==> config.mk <==
export PLATFORM = sky130hd
export DESIGN_NAME = mem_port_arbiter
export DESIGN_NICKNAME = d
export VERILOG_FILES = /design/src/rtl/riscv_pkg.sv /design/src/rtl/mem_be_gen.sv /design/src/rtl/mem_port_arbiter.sv
export SDC_FILE = /design/constraint.sdc
export NUM_CORES = 1
export LEC_CHECK = 0
export ABC_CLOCK_PERIOD_IN_PS = 5900
export CORE_MARGIN = 4
export CORE_UTILIZATION = 43
export DETAILED_ROUTE_END_ITERATION = 16
export PLACE_DENSITY_LB_ADDON = 0.15
export SLEW_MARGIN = 15
export SYNTH_ARGS = -nofsm -noshare
export SYNTH_HDL_FRONTEND = slang
export SYNTH_HIERARCHICAL = 1
export SYNTH_SLANG_ARGS = --single-unit
==> constraint.sdc <==
create_clock -name clk -period 5.9 [get_ports clk]
set_input_delay 0.59 -clock clk [delete_from_list [all_inputs] [get_ports clk]]
set_output_delay 0.59 -clock clk [all_outputs]
set_load 0.01 [all_outputs]
==> src/rtl/riscv_pkg.sv <==
// Shared encodings for the unified memory port: access sizes, arbiter states and port owners.
package riscv_pkg;

  localparam logic [1:0] SIZE_B = 2'b00;
  localparam logic [1:0] SIZE_H = 2'b01;
  localparam logic [1:0] SIZE_W = 2'b10;

  typedef enum logic [1:0] {
    ARB_IDLE = 2'd0,
    ARB_REQ  = 2'd1,
    ARB_RSP  = 2'd2
  } arb_state_e;

  typedef enum logic {
    OWN_IF = 1'b0,
    OWN_D  = 1'b1
  } owner_e;

endpackage

==> src/rtl/mem_be_gen.sv <==
// Byte-enable / store-lane generator for data accesses, with misalignment detection.
module mem_be_gen
  import riscv_pkg::*;
(
  input  logic [1:0]  i_size,
  input  logic [1:0]  i_addr_lo,
  input  logic [31:0] i_wdata,
  output logic [3:0]  o_be,
  output logic [31:0] o_wdata,
  output logic        o_misaligned
);

  always_comb begin
    o_be         = 4'b1111;
    o_wdata      = i_wdata;
    o_misaligned = 1'b0;
    case (i_size)
      SIZE_B: begin
        o_be    = 4'b0001 << i_addr_lo;
        o_wdata = {4{i_wdata[7:0]}};
      end
      SIZE_H: begin
        o_be         = 4'b0011 << i_addr_lo;
        o_wdata      = {2{i_wdata[15:0]}};
        o_misaligned = i_addr_lo[0];
      end
      SIZE_W:  o_misaligned = |i_addr_lo;
      default: o_misaligned = 1'b1;
    endcase
  end

endmodule

==> src/rtl/mem_port_arbiter.sv <==
// Shares one memory port between instruction fetch and load/store; data has priority,
// bounded by a streak limit so a waiting fetch always makes progress.
module mem_port_arbiter
  import riscv_pkg::*;
#(
  parameter int ADDR_W      = 32,
  parameter int DATA_STREAK = 4
) (
  input  logic              clk,
  input  logic              rst,
  input  logic              if_req,
  input  logic [ADDR_W-1:0] if_addr,
  output logic              if_gnt,
  output logic              if_rvalid,
  output logic [31:0]       if_rdata,
  input  logic              d_req,
  input  logic              d_we,
  input  logic [1:0]        d_size,
  input  logic [ADDR_W-1:0] d_addr,
  input  logic [31:0]       d_wdata,
  output logic              d_gnt,
  output logic              d_err,
  output logic              d_rvalid,
  output logic [31:0]       d_rdata,
  output logic              mem_req,
  output logic              mem_we,
  output logic [ADDR_W-1:0] mem_addr,
  output logic [3:0]        mem_be,
  output logic [31:0]       mem_wdata,
  input  logic              mem_gnt,
  input  logic              mem_rvalid,
  input  logic [31:0]       mem_rdata,
  output logic              busy
);

  localparam int SW = $clog2(DATA_STREAK + 1);
  localparam logic [SW-1:0] STREAK_MAX = SW'(DATA_STREAK);

  arb_state_e    r_state;
  owner_e        r_owner;
  logic [SW-1:0] r_streak;

  logic [3:0]  w_be;
  logic [31:0] w_wdata;
  logic        w_misaligned;
  logic        w_d_elig;
  logic        w_pick_d;
  logic        w_pick_if;
  logic        w_unused_if_lo;

  mem_be_gen u_be_gen (
    .i_size       (d_size),
    .i_addr_lo    (d_addr[1:0]),
    .i_wdata      (d_wdata),
    .o_be         (w_be),
    .o_wdata      (w_wdata),
    .o_misaligned (w_misaligned)
  );

  // A request that was just rejected is still held this cycle; keep it out of arbitration.
  assign w_d_elig       = d_req && !d_err;
  assign w_pick_d       = w_d_elig && !(if_req && (r_streak == STREAK_MAX));
  assign w_pick_if      = if_req && !w_pick_d;
  assign w_unused_if_lo = ^if_addr[1:0];

  always_ff @(posedge clk or posedge rst) begin
    if (rst) begin
      r_state   <= ARB_IDLE;
      r_owner   <= OWN_IF;
      r_streak  <= '0;
      if_gnt    <= 1'b0;
      if_rvalid <= 1'b0;
      if_rdata  <= '0;
      d_gnt     <= 1'b0;
      d_err     <= 1'b0;
      d_rvalid  <= 1'b0;
      d_rdata   <= '0;
      mem_req   <= 1'b0;
      mem_we    <= 1'b0;
      mem_addr  <= '0;
      mem_be    <= '0;
      mem_wdata <= '0;
      busy      <= 1'b0;
    end else begin
      if_gnt    <= 1'b0;
      d_gnt     <= 1'b0;
      d_err     <= 1'b0;
      if_rvalid <= 1'b0;
      d_rvalid  <= 1'b0;
      case (r_state)
        ARB_IDLE: begin
          if (!if_req) r_streak <= '0;
          if (w_pick_d) begin
            if (w_misaligned) begin
              d_err <= 1'b1;
            end else begin
              r_owner   <= OWN_D;
              d_gnt     <= 1'b1;
              mem_req   <= 1'b1;
              mem_we    <= d_we;
              mem_addr  <= {d_addr[ADDR_W-1:2], 2'b00};
              mem_be    <= w_be;
              mem_wdata <= w_wdata;
              busy      <= 1'b1;
              r_state   <= ARB_REQ;
              if (if_req && (r_streak != STREAK_MAX)) r_streak <= r_streak + SW'(1);
            end
          end else if (w_pick_if) begin
            r_owner   <= OWN_IF;
            if_gnt    <= 1'b1;
            mem_req   <= 1'b1;
            mem_we    <= 1'b0;
            mem_addr  <= {if_addr[ADDR_W-1:2], 2'b00};
            mem_be    <= 4'b1111;
            mem_wdata <= '0;
            busy      <= 1'b1;
            r_streak  <= '0;
            r_state   <= ARB_REQ;
          end
        end
        ARB_REQ: begin
          if (mem_gnt) begin
            mem_req <= 1'b0;
            r_state <= ARB_RSP;
          end
        end
        ARB_RSP: begin
          if (mem_rvalid) begin
            if (r_owner == OWN_D) begin
              d_rdata  <= mem_rdata;
              d_rvalid <= 1'b1;
            end else begin
              if_rdata  <= mem_rdata;
              if_rvalid <= 1'b1;
            end
            busy    <= 1'b0;
            r_state <= ARB_IDLE;
          end
        end
        default: begin
          busy    <= 1'b0;
          r_state <= ARB_IDLE;
        end
      endcase
    end
  end

endmodule

-- Yosys cells after proc, flatten, opt, wreduce, memory -nomap -nowiden
Index checks and enable logic that the tools add are counted.
- $add $sub $neg: 1
- equality and inequality tests: 11
- shift operators: 2
- mux-type cells: 49
- bitwise operators: 2
- reductions and logical operators: 19
- operators by type and width (cell ; count):
    two-way mux 32 bit ; 6
    one-hot mux 32 bit (2 select lines) ; 1
    two-way mux 1 bit ; 24
    two-way mux 3 bit ; 5
    two-way mux 4 bit ; 3
    AND reduction 4 bit ; 3
    two-way mux 2 bit ; 5
    != test 3 bit, second input constant ; 3
    AND reduction 3 bit ; 3
    one-hot mux 4 bit (2 select lines) ; 1
    != test 2 bit, second input constant ; 3
    one-hot mux 1 bit (3 select lines) ; 2
    one-hot mux 2 bit (3 select lines) ; 1
    logical AND 1 bit ; 5
    equality test 2 x 1 -> 1 bit, second input constant ; 2
    equality test 2 bit, second input constant ; 2
    zero test 2 bit ; 2
    nonzero test 2 bit ; 2
    << shifter 1 x 2 -> 4 bit, first input constant ; 1
    << shifter 2 x 2 -> 4 bit, first input constant ; 1
    adder 3 x 1 -> 3 bit, second input constant ; 1
    equality test 3 bit, second input constant ; 1
    zero test 1 bit ; 3
    inverter 1 bit ; 2
    2 further kinds ; 2
- bits in registers: 146
- output and inout port bits: 140
- word-level logic and storage cells: 100

-- Longest topological paths before layout
Gate-level depths: netlist of run 1.
- depth after elaboration: 9
- depth in mapped cells: 9
- gate-level depth less buffers: 6

-- Cells and area by module
The synthesis of run 1 kept the hierarchy.
- modules (own cells, without submodules) (module ; times used ; cells each ; area an instance (um2) ; sequential area each (um2)):
    mem_port_arbiter ; 1 ; 462 ; 6102.1 ; 3603.5
    mem_be_gen ; 1 ; 63 ; 498.0 ; 0.0

-- Least setup slack after synthesis of run 1
OpenSTA, ideal clock, no wires.
- path kind: input to register
- from: in d_size[1]
- to: reg mem_wdata[27]
- data arrival time: 2146 ps
- slack: 3689 ps
- stages: 9
- path through: buf_4 > o21a_1 > o22a_1 > or3_4 > or3_1 > buf_6 > clkinv_8 > buf_8 > a22o_1
- cells in the longest elaborated chain, start to end: 4
- elaborated cells on any way between the ends: 9
- ends and longest elaborated chain (element ; line ; source):
    start: declaration ; mem_port_arbiter.sv:18 ; input logic [1:0] d_size,
    equality test 2 bit, or another cell as far along ; mem_be_gen.sv:17 ; case (i_size)
    one-hot mux 1 bit (3 select lines) (*) ; mem_be_gen.sv:17 ;
    via w_misaligned ; mem_port_arbiter.sv:45 ; logic w_misaligned;
    != test 2 bit (no line) (*) ; n/a ;
    AND reduction 3 bit (no line) (*) ; n/a ;
    end signal: assignment ; mem_port_arbiter.sv:103 ; mem_wdata <= w_wdata;
    end: declaration ; mem_port_arbiter.sv:29 ; output logic [31:0] mem_wdata,
Mark *: on every way through the listed nets, which the timed path passes. The rest lies on a longest branch. The select of a mux whose other input is x is not followed.
A chain may end at the register's enable or synchronous reset.

-- Final worst setup path of run 1
- from: in d_size[0]
- to: reg mem_addr[15]
- cells in the longest elaborated chain, start to end: 4
- elaborated cells on any way between the ends: 6
- ends and longest elaborated chain (element ; line ; source):
    equality test 2 bit, or another cell as far along ; mem_be_gen.sv:17 ;
    one-hot mux 1 bit (3 select lines) (*) ; mem_be_gen.sv:17 ;
    via w_misaligned ; mem_port_arbiter.sv:45 ;
    != test 2 bit (no line) (*) ; n/a ;
    AND reduction 3 bit (no line) (*) ; n/a ;
    end signal: assignment ; mem_port_arbiter.sv:101 ; mem_addr <= {d_addr[ADDR_W-1:2], 2'b00};
    end signal: assignment ; mem_port_arbiter.sv:113 ; mem_addr <= {if_addr[ADDR_W-1:2], 2'b00};
    end: declaration ; mem_port_arbiter.sv:27 ; output logic [ADDR_W-1:0] mem_addr,
Mark *: on every way through the listed nets, which the timed path passes. The rest lies on a longest branch.

==> results of run 1 <==
-- Yosys cell counts, drive strengths merged (2+ instances only) --
library cell and number:
dfrtp 144, mux2 80, inv 36, a22o 34
clkbuf 31, o221ai 31, buf 30, o2111ai 30
o211ai 30, nand2 14, o21ai 12, mux2i 8
nor2 7, o22a 5, nand2b 4, or3 3
a32o 2, and3b 2, ha 2, nand3b 2
nor4 2, o21bai 2
-- metrics by stage --
| stage | cells | power, W |
|---|---|---|
| final | 966 | 0.00490 |
| after global routing | 966 | 0.00518 |
| after CTS | 966 | 0.00495 |
| after detailed placement | 934 | 0.00388 |
| after global placement | 934 | 0.00381 |
| after floorplan | 526 | 0.00269 |
-- cell type report --
cell class | count | area, sq um | area share
clock buffers | 20 | 447 | 0.0452
clock inverters | 12 | 133 | 0.0134
inverters | 37 | 156 | 0.0158
multi-input cells | 284 | 2520 | 0.255
flip-flops and latches | 144 | 3600 | 0.365
well taps | 188 | 235 | 0.0238
repair buffers | 281 | 2790 | 0.282
-- registers in the layout, indices dropped and copies added, names as in the netlist --
register   cells
mem_wdata     32
if_rvalid      1
r_streak       3
d_rvalid       1
mem_be         4
d_rdata       32
mem_req        1
r_state        2
d_err          1
busy           1
r_owner        1
mem_we         1
if_rdata      32
d_gnt          1
if_gnt         1
mem_addr      30
-- where the power goes --
part	internal, W	switching, W	leakage, nW
Clock	0.000635	0.000417	0.277
Combinational	0.00125	0.000889	2.03
Sequential	0.00144	0.000266	1.80
Total	0.00333	0.00157	4.11
-- worst max-delay path, stage by stage --
cell             delay (ns)
clkdlybuf4s50_1        0.99
o22a_1                 0.25
or3_1                  0.88
o221ai_1               0.24
-- per-layer routing --
layer / part of all wire / track usage
met5: 0 / 0
met4: 0.022 / 0.0723
met3: 0.071 / 0.0748
met2: 0.48 / 0.336
met1: 0.43 / 0.269
-- cell families after synthesis --
group	count (synthesis)
mux	88
flops	144
fa+ha+maj	2
simple gates	41
compound gates	151
buf+inv	98
other cells	1
-- cells in the final DEF, fill, tap and decap left out, drive strengths merged, types with 3 or more instances in the layout --
cell type and count:
or3 3, inv 39, clkinvlp 3, o2111ai 30, o211ai 30, clkdlybuf4s50 271
a22o 34, mux2i 8, nand2 14, nand2b 4, o22a 5, dfrtp 144
buf 10, nor2 7, clkinv 5, o21ai 12, clkbuf 20, mux2 80
o221ai 31
-- path summary, 6_finish.rpt --
check                           startpoint  depth (start not counted)      endpoint
worst max register to register  r_state[0]                          4  mem_addr[15]
worst min-delay path                  busy                          2          busy
max in group asynchronous              rst                          3   if_rdata[7]
worst min register to register        busy                          2          busy
min in group asynchronous              rst                          2    d_rdata[8]
worst max-delay path             d_size[0]                          4  mem_addr[15]
==> impl_metrics.env, run 1 <==
export IMPL_status="finished clean"
export IMPL_synth_compound_area_share=0.190
export IMPL_antenna_found_initial=0
export IMPL_grt_max_degree=101
export IMPL_globalplace_congestion=0.827
export IMPL_synth_top_cell_by_area="dfrtp_1"
export IMPL_worst_r2r_setup_slack_ns=3.53
export IMPL_clk_path_buf_depth=2
export IMPL_fin_crit_ns=2.74
export IMPL_numPortBuffers=272
export IMPL_nets=904
export IMPL_synth_xor_area_share=0
export IMPL_worstMarginPinSlew_ns=1.14
export IMPL_cts_reportedPaths_clkPinSlew_ns=0.06
export IMPL_rsz0062_at_grt="no"
export IMPL_slew_violations=0
export IMPL_vias_per_cell=5.49
export IMPL_worstPathArrival_ns=2.98
export IMPL_synth_warnings=6
export IMPL_cts_resized=0
export IMPL_synth_cells=525
export IMPL_fin_ws_ns=3.16
export IMPL_avgSynthCellArea_sq_um=12.6
export IMPL_area_growth_synth_to_final_pct=49.6
export IMPL_cts_sinks=144
export IMPL_syn_area_sq_um=6600
export IMPL_postCtsHoldBufs=0
export IMPL_ir_worst_vdd_mv=0.265
export IMPL_overflow=0
export IMPL_cp_start_kind="primary input"
export IMPL_root_buffer="clkbuf_16"
export IMPL_ant_nets=0
export IMPL_synth_top_family_by_area="compound AO/OA/AOI/OAI gates"
export IMPL_async_flop_share=1.00
export IMPL_hold_slack_ns=0.478
export IMPL_wire_per_inst_um=19.0
export IMPL_ys_ff_latch=144
export IMPL_postCtsSetupBuffers=0
export IMPL_cts_tree="built"
export IMPL_grt_pass1_vias=5448
export IMPL_synthMuxAreaShare=0.149
export IMPL_utilization=0.652
export IMPL_dpl_worst_slack_ns=2.73
export IMPL_placed_area_sq_um=9300
export IMPL_nFillCells=1138
export IMPL_path_class="primary input to flop"
export IMPL_grt_pass1_wl_um=29700
export IMPL_drc_errors=0
export IMPL_clk_latency_ns=0.42
export IMPL_vias=5303
export IMPL_die_w_um=132
export IMPL_setup_viol=0
export IMPL_rows=45
export IMPL_insertedDiodeCount=0
export IMPL_fin_crit_sh=0.465
export IMPL_synthSimpleGateAreaFrac=0.0356
export IMPL_relSlewSlack=0.237
export IMPL_hold_viol=0
export IMPL_synthAdderAreaFrac=0.00379
export IMPL_numCtsBuffers=17
export IMPL_ys_types=46
export IMPL_p_leak_nw=4.11
export IMPL_htreeDepth=4
export IMPL_design_area_sq_um=9880
export IMPL_io_pins=277
export IMPL_synth_ff_type="dfrtp_1"
export IMPL_crit_path_end_kind="flop"
export IMPL_core_area_sq_um=15100
export IMPL_skew_ns=0.00722
export IMPL_layout_drive_gt1_share=0.168
export IMPL_synth_edf_count=0
export IMPL_drtIter0Drc=277
export IMPL_path_max_fanout=30
export IMPL_dieArea_sq_um=17400
export IMPL_start_util=0.436
export IMPL_cp_data_required_time_ns=6.13
export IMPL_tns_ns=0
export IMPL_max_cap_viol_count=0
export IMPL_grt_usage=0.211
export IMPL_firstDrtPassIters=4
export IMPL_die_h_um=132
export IMPL_synth_area_leaders="dfrtp_1 55%, mux2_2 14%, a22o_1 4.4%"
export IMPL_ys_seq_area_frac=0.546
export IMPL_powerDensity_nw_per_um2=496
export IMPL_yosysTopAreaCellShare=0.546
export IMPL_max_freq_mhz=364
export IMPL_hold_path_class="flop to flop"
export IMPL_dp_hpwl_um=12700
export IMPL_routed_wl_um=18300
Power figures use the tool's default switching activity.
==> run 2: changes to the inputs <==
ABC_CLOCK_PERIOD_IN_PS = 2800   (was 5900)
clock period = 2.8 ns   (was 5.9 ns; I/O delays follow)
==> impl_metrics.env, run 2 (synthesized netlist as in run 1, its figures left out) <==
export IMPL_nets=911
export IMPL_antenna_found_initial=0
export IMPL_clk_latency_ns=0.41
export IMPL_dieArea_sq_um=17400
export IMPL_dp_hpwl_um=12900
export IMPL_hold_viol=0
export IMPL_max_freq_mhz=463
export IMPL_grt_pass1_wl_um=29500
export IMPL_cp_start_kind="primary input"
export IMPL_grt_pass1_vias=5523
export IMPL_path_class="primary input to flop"
export IMPL_rows=45
export IMPL_hold_slack_ns=0.185
export IMPL_tns_ns=0
export IMPL_numPortBuffers=272
export IMPL_io_pins=277
export IMPL_setup_viol=0
export IMPL_die_w_um=132
export IMPL_reg2reg_to="mem_wdata[13]"
export IMPL_htreeDepth=4
export IMPL_routed_wl_um=18300
export IMPL_worstMarginPinSlew_ns=0.765
export IMPL_cts_sinks=144
export IMPL_status="finished clean"
export IMPL_drc_errors=0
export IMPL_fin_crit_ns=2.16
export IMPL_grt_max_degree=83
export IMPL_path_max_fanout=34
export IMPL_worstPathArrival_ns=2.51
export IMPL_mostFrequentLayoutCell="clkdlybuf4s50_1"
export IMPL_powerDensity_nw_per_um2=1030
export IMPL_ant_nets=0
export IMPL_postCtsSetupBuffers=0
export IMPL_reg2regPathDepth=4
export IMPL_vias_per_cell=5.46
export IMPL_clk_path_buf_depth=2
export IMPL_dp_cells=941
export IMPL_relSlewSlack=0.489
export IMPL_numCtsBuffers=17
export IMPL_root_buffer="clkbuf_16"
export IMPL_ir_worst_vdd_mv=0.503
export IMPL_cts_resized=0
export IMPL_firstDrtPassIters=5
export IMPL_insertedDiodeCount=0
export IMPL_cp_data_required_time_ns=3.15
export IMPL_crit_path_end_kind="flop"
export IMPL_drtIter0Drc=314
export IMPL_postCtsHoldBufs=0
export IMPL_die_h_um=132
export IMPL_timing_rr_start="r_state[1]"
export IMPL_grt_usage=0.210
export IMPL_globalplace_congestion=0.825
export IMPL_p_leak_nw=4.14
export IMPL_worst_r2r_setup_slack_ns=0.75
export IMPL_slew_violations=0
export IMPL_layout_drive_gt1_share=0.177
export IMPL_fin_crit_sh=0.772
export IMPL_final_cell_mix="271 x clkdlybuf4s50_1, 144 x dfrtp_1, 80 x mux2_2"
export IMPL_hold_path_class="primary input to async pin"
export IMPL_vias=5317
export IMPL_max_cap_viol_count=0
export IMPL_rsz0062_at_grt="no"
export IMPL_fin_cells=973
export IMPL_start_util=0.436
export IMPL_nFillCells=1141
export IMPL_wire_per_inst_um=18.8
export IMPL_overflow=0
export IMPL_cts_reportedPaths_clkPinSlew_ns=0.06
export IMPL_top_regs="d_rdata (32), if_rdata (32), mem_wdata (32)"
export IMPL_skew_ns=0.0102
export IMPL_core_area_sq_um=15100
export IMPL_cts_tree="built"
export IMPL_area_growth_synth_to_final_pct=50.6
run 2: per-stage QoR:
step	area [sq um]	power [W]	setup WS (ns)	utilization
global placement	9390	0.00810	0.299	0.620
finish	9940	0.0102	0.638	0.656
detailed placement	9390	0.00823	0.226	0.620
floorplan	6610	0.00566	0.715	-
global route	9940	0.0108	0.593	0.656
CTS	9940	0.0103	0.500	0.656
run 2: cell type report:
| cell class | instances | area [sq um] | area share |
|---|---|---|---|
| sequential | 144 | 3600 | 0.363 |
| clock buffer | 21 | 470 | 0.0473 |
| clock inverter | 11 | 81.3 | 0.00818 |
| tap | 188 | 235 | 0.0237 |
| multi-input combinational | 284 | 2520 | 0.253 |
| timing repair buffer | 288 | 2880 | 0.289 |
| inverter | 37 | 155 | 0.0156 |
run 2: where the power goes:
part | switching (W) | internal (W) | total [W] | leakage (nW)
Sequential | 0.000553 | 0.00304 | 0.00359 | 1.80
Combinational | 0.00189 | 0.00268 | 0.00457 | 2.08
Clock | 0.000868 | 0.00121 | 0.00208 | 0.260
run 2: worst max-delay path by stage:
stage | depth (start not counted) | startpoint | end
2_1_floorplan | 1 | rst | busy
3_3_place_gp | 7 | d_addr[0] | mem_wdata[18]
3_5_place_dp | 7 | d_addr[0] | mem_wdata[21]
4_1_cts | 5 | r_streak[0] | r_streak[2]
5_1_grt | 7 | d_addr[0] | mem_we
6_report | 7 | d_addr[0] | mem_we
run 2: critical path, cell delays in order:
cell             delay (ns)
clkdlybuf4s50_1        0.51
o21a_1                 0.23
o22a_1                 0.22
or3_4                  0.41
or3_1                  0.49
clkinv_8               0.21
a22o_1                 0.15
run 2: metal layers:
metal / up-vias / routed length, um / part of all wire / GRT usage
met1: 2617 / 7730 / 0.42 / 0.268
met2: 206 / 8850 / 0.48 / 0.336
met4: 0 / 375 / 0.020 / 0.0723
li1: 2467 / - / - / -
met5: - / 0 / 0 / 0
met3: 27 / 1350 / 0.074 / 0.0706
==> run 3: changes to the inputs <==
ABC_CLOCK_PERIOD_IN_PS = 2000   (was 2800)
clock period = 2 ns   (was 2.8 ns; I/O delays follow)
==> impl_metrics.env, run 3 (synthesized netlist as in run 1, its figures left out) <==
export IMPL_max_freq_mhz=529
export IMPL_fin_crit_ns=1.89
export IMPL_postCtsSetupBuffers=0
export IMPL_routed_wl_um=18600
export IMPL_clkPwrFrac=0.219
export IMPL_hold_viol=0
export IMPL_design_area_sq_um=10100
export IMPL_vias_per_cell=5.53
export IMPL_grt_pass1_wl_um=30200
export IMPL_placed_area_sq_um=9500
export IMPL_drc_errors=0
export IMPL_drtIter0Drc=230
export IMPL_cts_sinks=144
export IMPL_slew_violations=0
export IMPL_overflow=0
export IMPL_firstDrtPassIters=4
export IMPL_slowest_stage="or3_1"
export IMPL_htreeDepth=4
export IMPL_clk_path_buf_depth=2
export IMPL_core_area_sq_um=15100
export IMPL_reg2regPathDepth=6
export IMPL_cp_start_kind="primary input"
export IMPL_p_seq_frac=0.342
export IMPL_swShare=0.318
export IMPL_intPower_w=0.0101
export IMPL_wire_per_inst_um=18.9
export IMPL_fin_ws_ns=0.109
export IMPL_fin_crit_sh=0.946
export IMPL_hold_path_class="primary input to async pin"
export IMPL_insertedDiodeCount=0
export IMPL_rsz0062_at_grt="no"
export IMPL_ir_worst_vdd_mv=0.696
export IMPL_path_max_fanout=34
export IMPL_root_buffer="clkbuf_16"
export IMPL_path_buf_inv=2
export IMPL_tns_ns=0
export IMPL_path_class="primary input to flop"
export IMPL_grt_pass1_vias=5780
export IMPL_io_pins=277
export IMPL_setup_viol=0
export IMPL_dieArea_sq_um=17400
export IMPL_path_cells="clkdlybuf4s50_1 > o21a_1 > o22a_1 > or3_4 > or3_1 > clkinv_8 > a22o_1"
export IMPL_critPathTopFamily="simple AND/OR/NAND/NOR gates"
export IMPL_vias=5437
export IMPL_final_cell_mix="271 x clkdlybuf4s50_1, 144 x dfrtp_1, 80 x mux2_2"
export IMPL_clk_latency_ns=0.42
export IMPL_cts_reportedPaths_clkPinSlew_ns=0.06
export IMPL_ant_nets=0
export IMPL_start_util=0.436
export IMPL_power_frac_comb=0.440
export IMPL_numCtsBuffers=17
export IMPL_layout_drive_gt1_share=0.187
export IMPL_numPortBuffers=272
export IMPL_worst_r2r_setup_slack_ns=0.19
export IMPL_cts_tree="built"
export IMPL_crit_path_end_kind="flop"
export IMPL_skew_ns=0.00985
export IMPL_globalplace_congestion=0.823
export IMPL_top_regs="d_rdata (32), if_rdata (32), mem_wdata (32)"
export IMPL_antenna_found_initial=0
export IMPL_cp_data_required_time_ns=2.35
export IMPL_rows=45
export IMPL_die_h_um=132
export IMPL_p_leak_nw=4.23
export IMPL_cts_resized=0
export IMPL_mostFrequentLayoutCell="clkdlybuf4s50_1"
export IMPL_die_w_um=132
export IMPL_worstMarginPinSlew_ns=0.578
export IMPL_critical_path_max_stage_delay_ns=0.47
export IMPL_grt_max_degree=78
export IMPL_max_cap_viol_count=0
export IMPL_grt_usage=0.214
export IMPL_worstPathArrival_ns=2.24
export IMPL_nets=923
export IMPL_relSlewSlack=0.615
export IMPL_critical_path_depth=7
export IMPL_p_sw_w=0.00470
export IMPL_dpl_worst_slack_ns=-0.325
export IMPL_area_growth_synth_to_final_pct=53.1
export IMPL_status="finished clean"
export IMPL_powerDensity_nw_per_um2=1460
export IMPL_postCtsHoldBufs=0
export IMPL_dp_hpwl_um=13400
-- run 3: layout make-up --
type                    instances  area, sq um
clock buffers                  19          443
clock inverters                12          159
fillers                      1095         5040
inverters                      37          155
multi-input cells             284         2520
flip-flops and latches        144         3600
well taps                     188          235
repair buffers                300         2990
-- run 3: path summary, 6_finish.rpt --
kind,start,endpoint
max in group asynchronous,rst,r_streak[2]
min in group clk,if_req,if_gnt
hold / removal,rst,if_rdata[0]
setup reg to reg,r_streak[0],mem_wdata[21]
setup / recovery,d_addr[1],mem_wdata[21]
hold reg to reg,busy,busy
-- run 3: power groups by stage --
stage,registers [W],logic (W),clock network (W)
after floorplan,0.00557,0.00236,0
after global placement,0.00504,0.00642,0
after detailed placement,0.00508,0.00657,0
after CTS,0.00506,0.00658,0.00329
after global routing,0.00523,0.00695,0.00344
final,0.00505,0.00650,0.00323
-- run 3: worst reg2reg max path, delay by kind of cell (launching register included) --
kind,cells,cell delay (ns)
DFF,1,0.40
adders and majority gates,1,0.21
buffers and inverters,2,0.26
and+or+nand+nor,2,0.72
AOI/OAI and AO/OA,1,0.17
-- run 3: metrics by stage --
stage / hold WS (ns) / utilization / cells / power, W
global placement: 0.467 / 0.627 / 953 / 0.0115
detailed placement: 0.468 / 0.627 / 953 / 0.0116
floorplan: 0.307 / - / 526 / 0.00793
finish: 0.0486 / 0.667 / 984 / 0.0148
CTS: 0.0390 / 0.667 / 984 / 0.0149
global route: 0.0522 / 0.667 / 984 / 0.0156
-- run 3: routing by layer --
metal	vias to the layer above	global-route usage	routed length (um)
met5	-	0	0
met4	0	0.0712	341
met3	28	0.0683	1330
met2	219	0.345	9110
met1	2701	0.275	7780
li1	2489	-	-
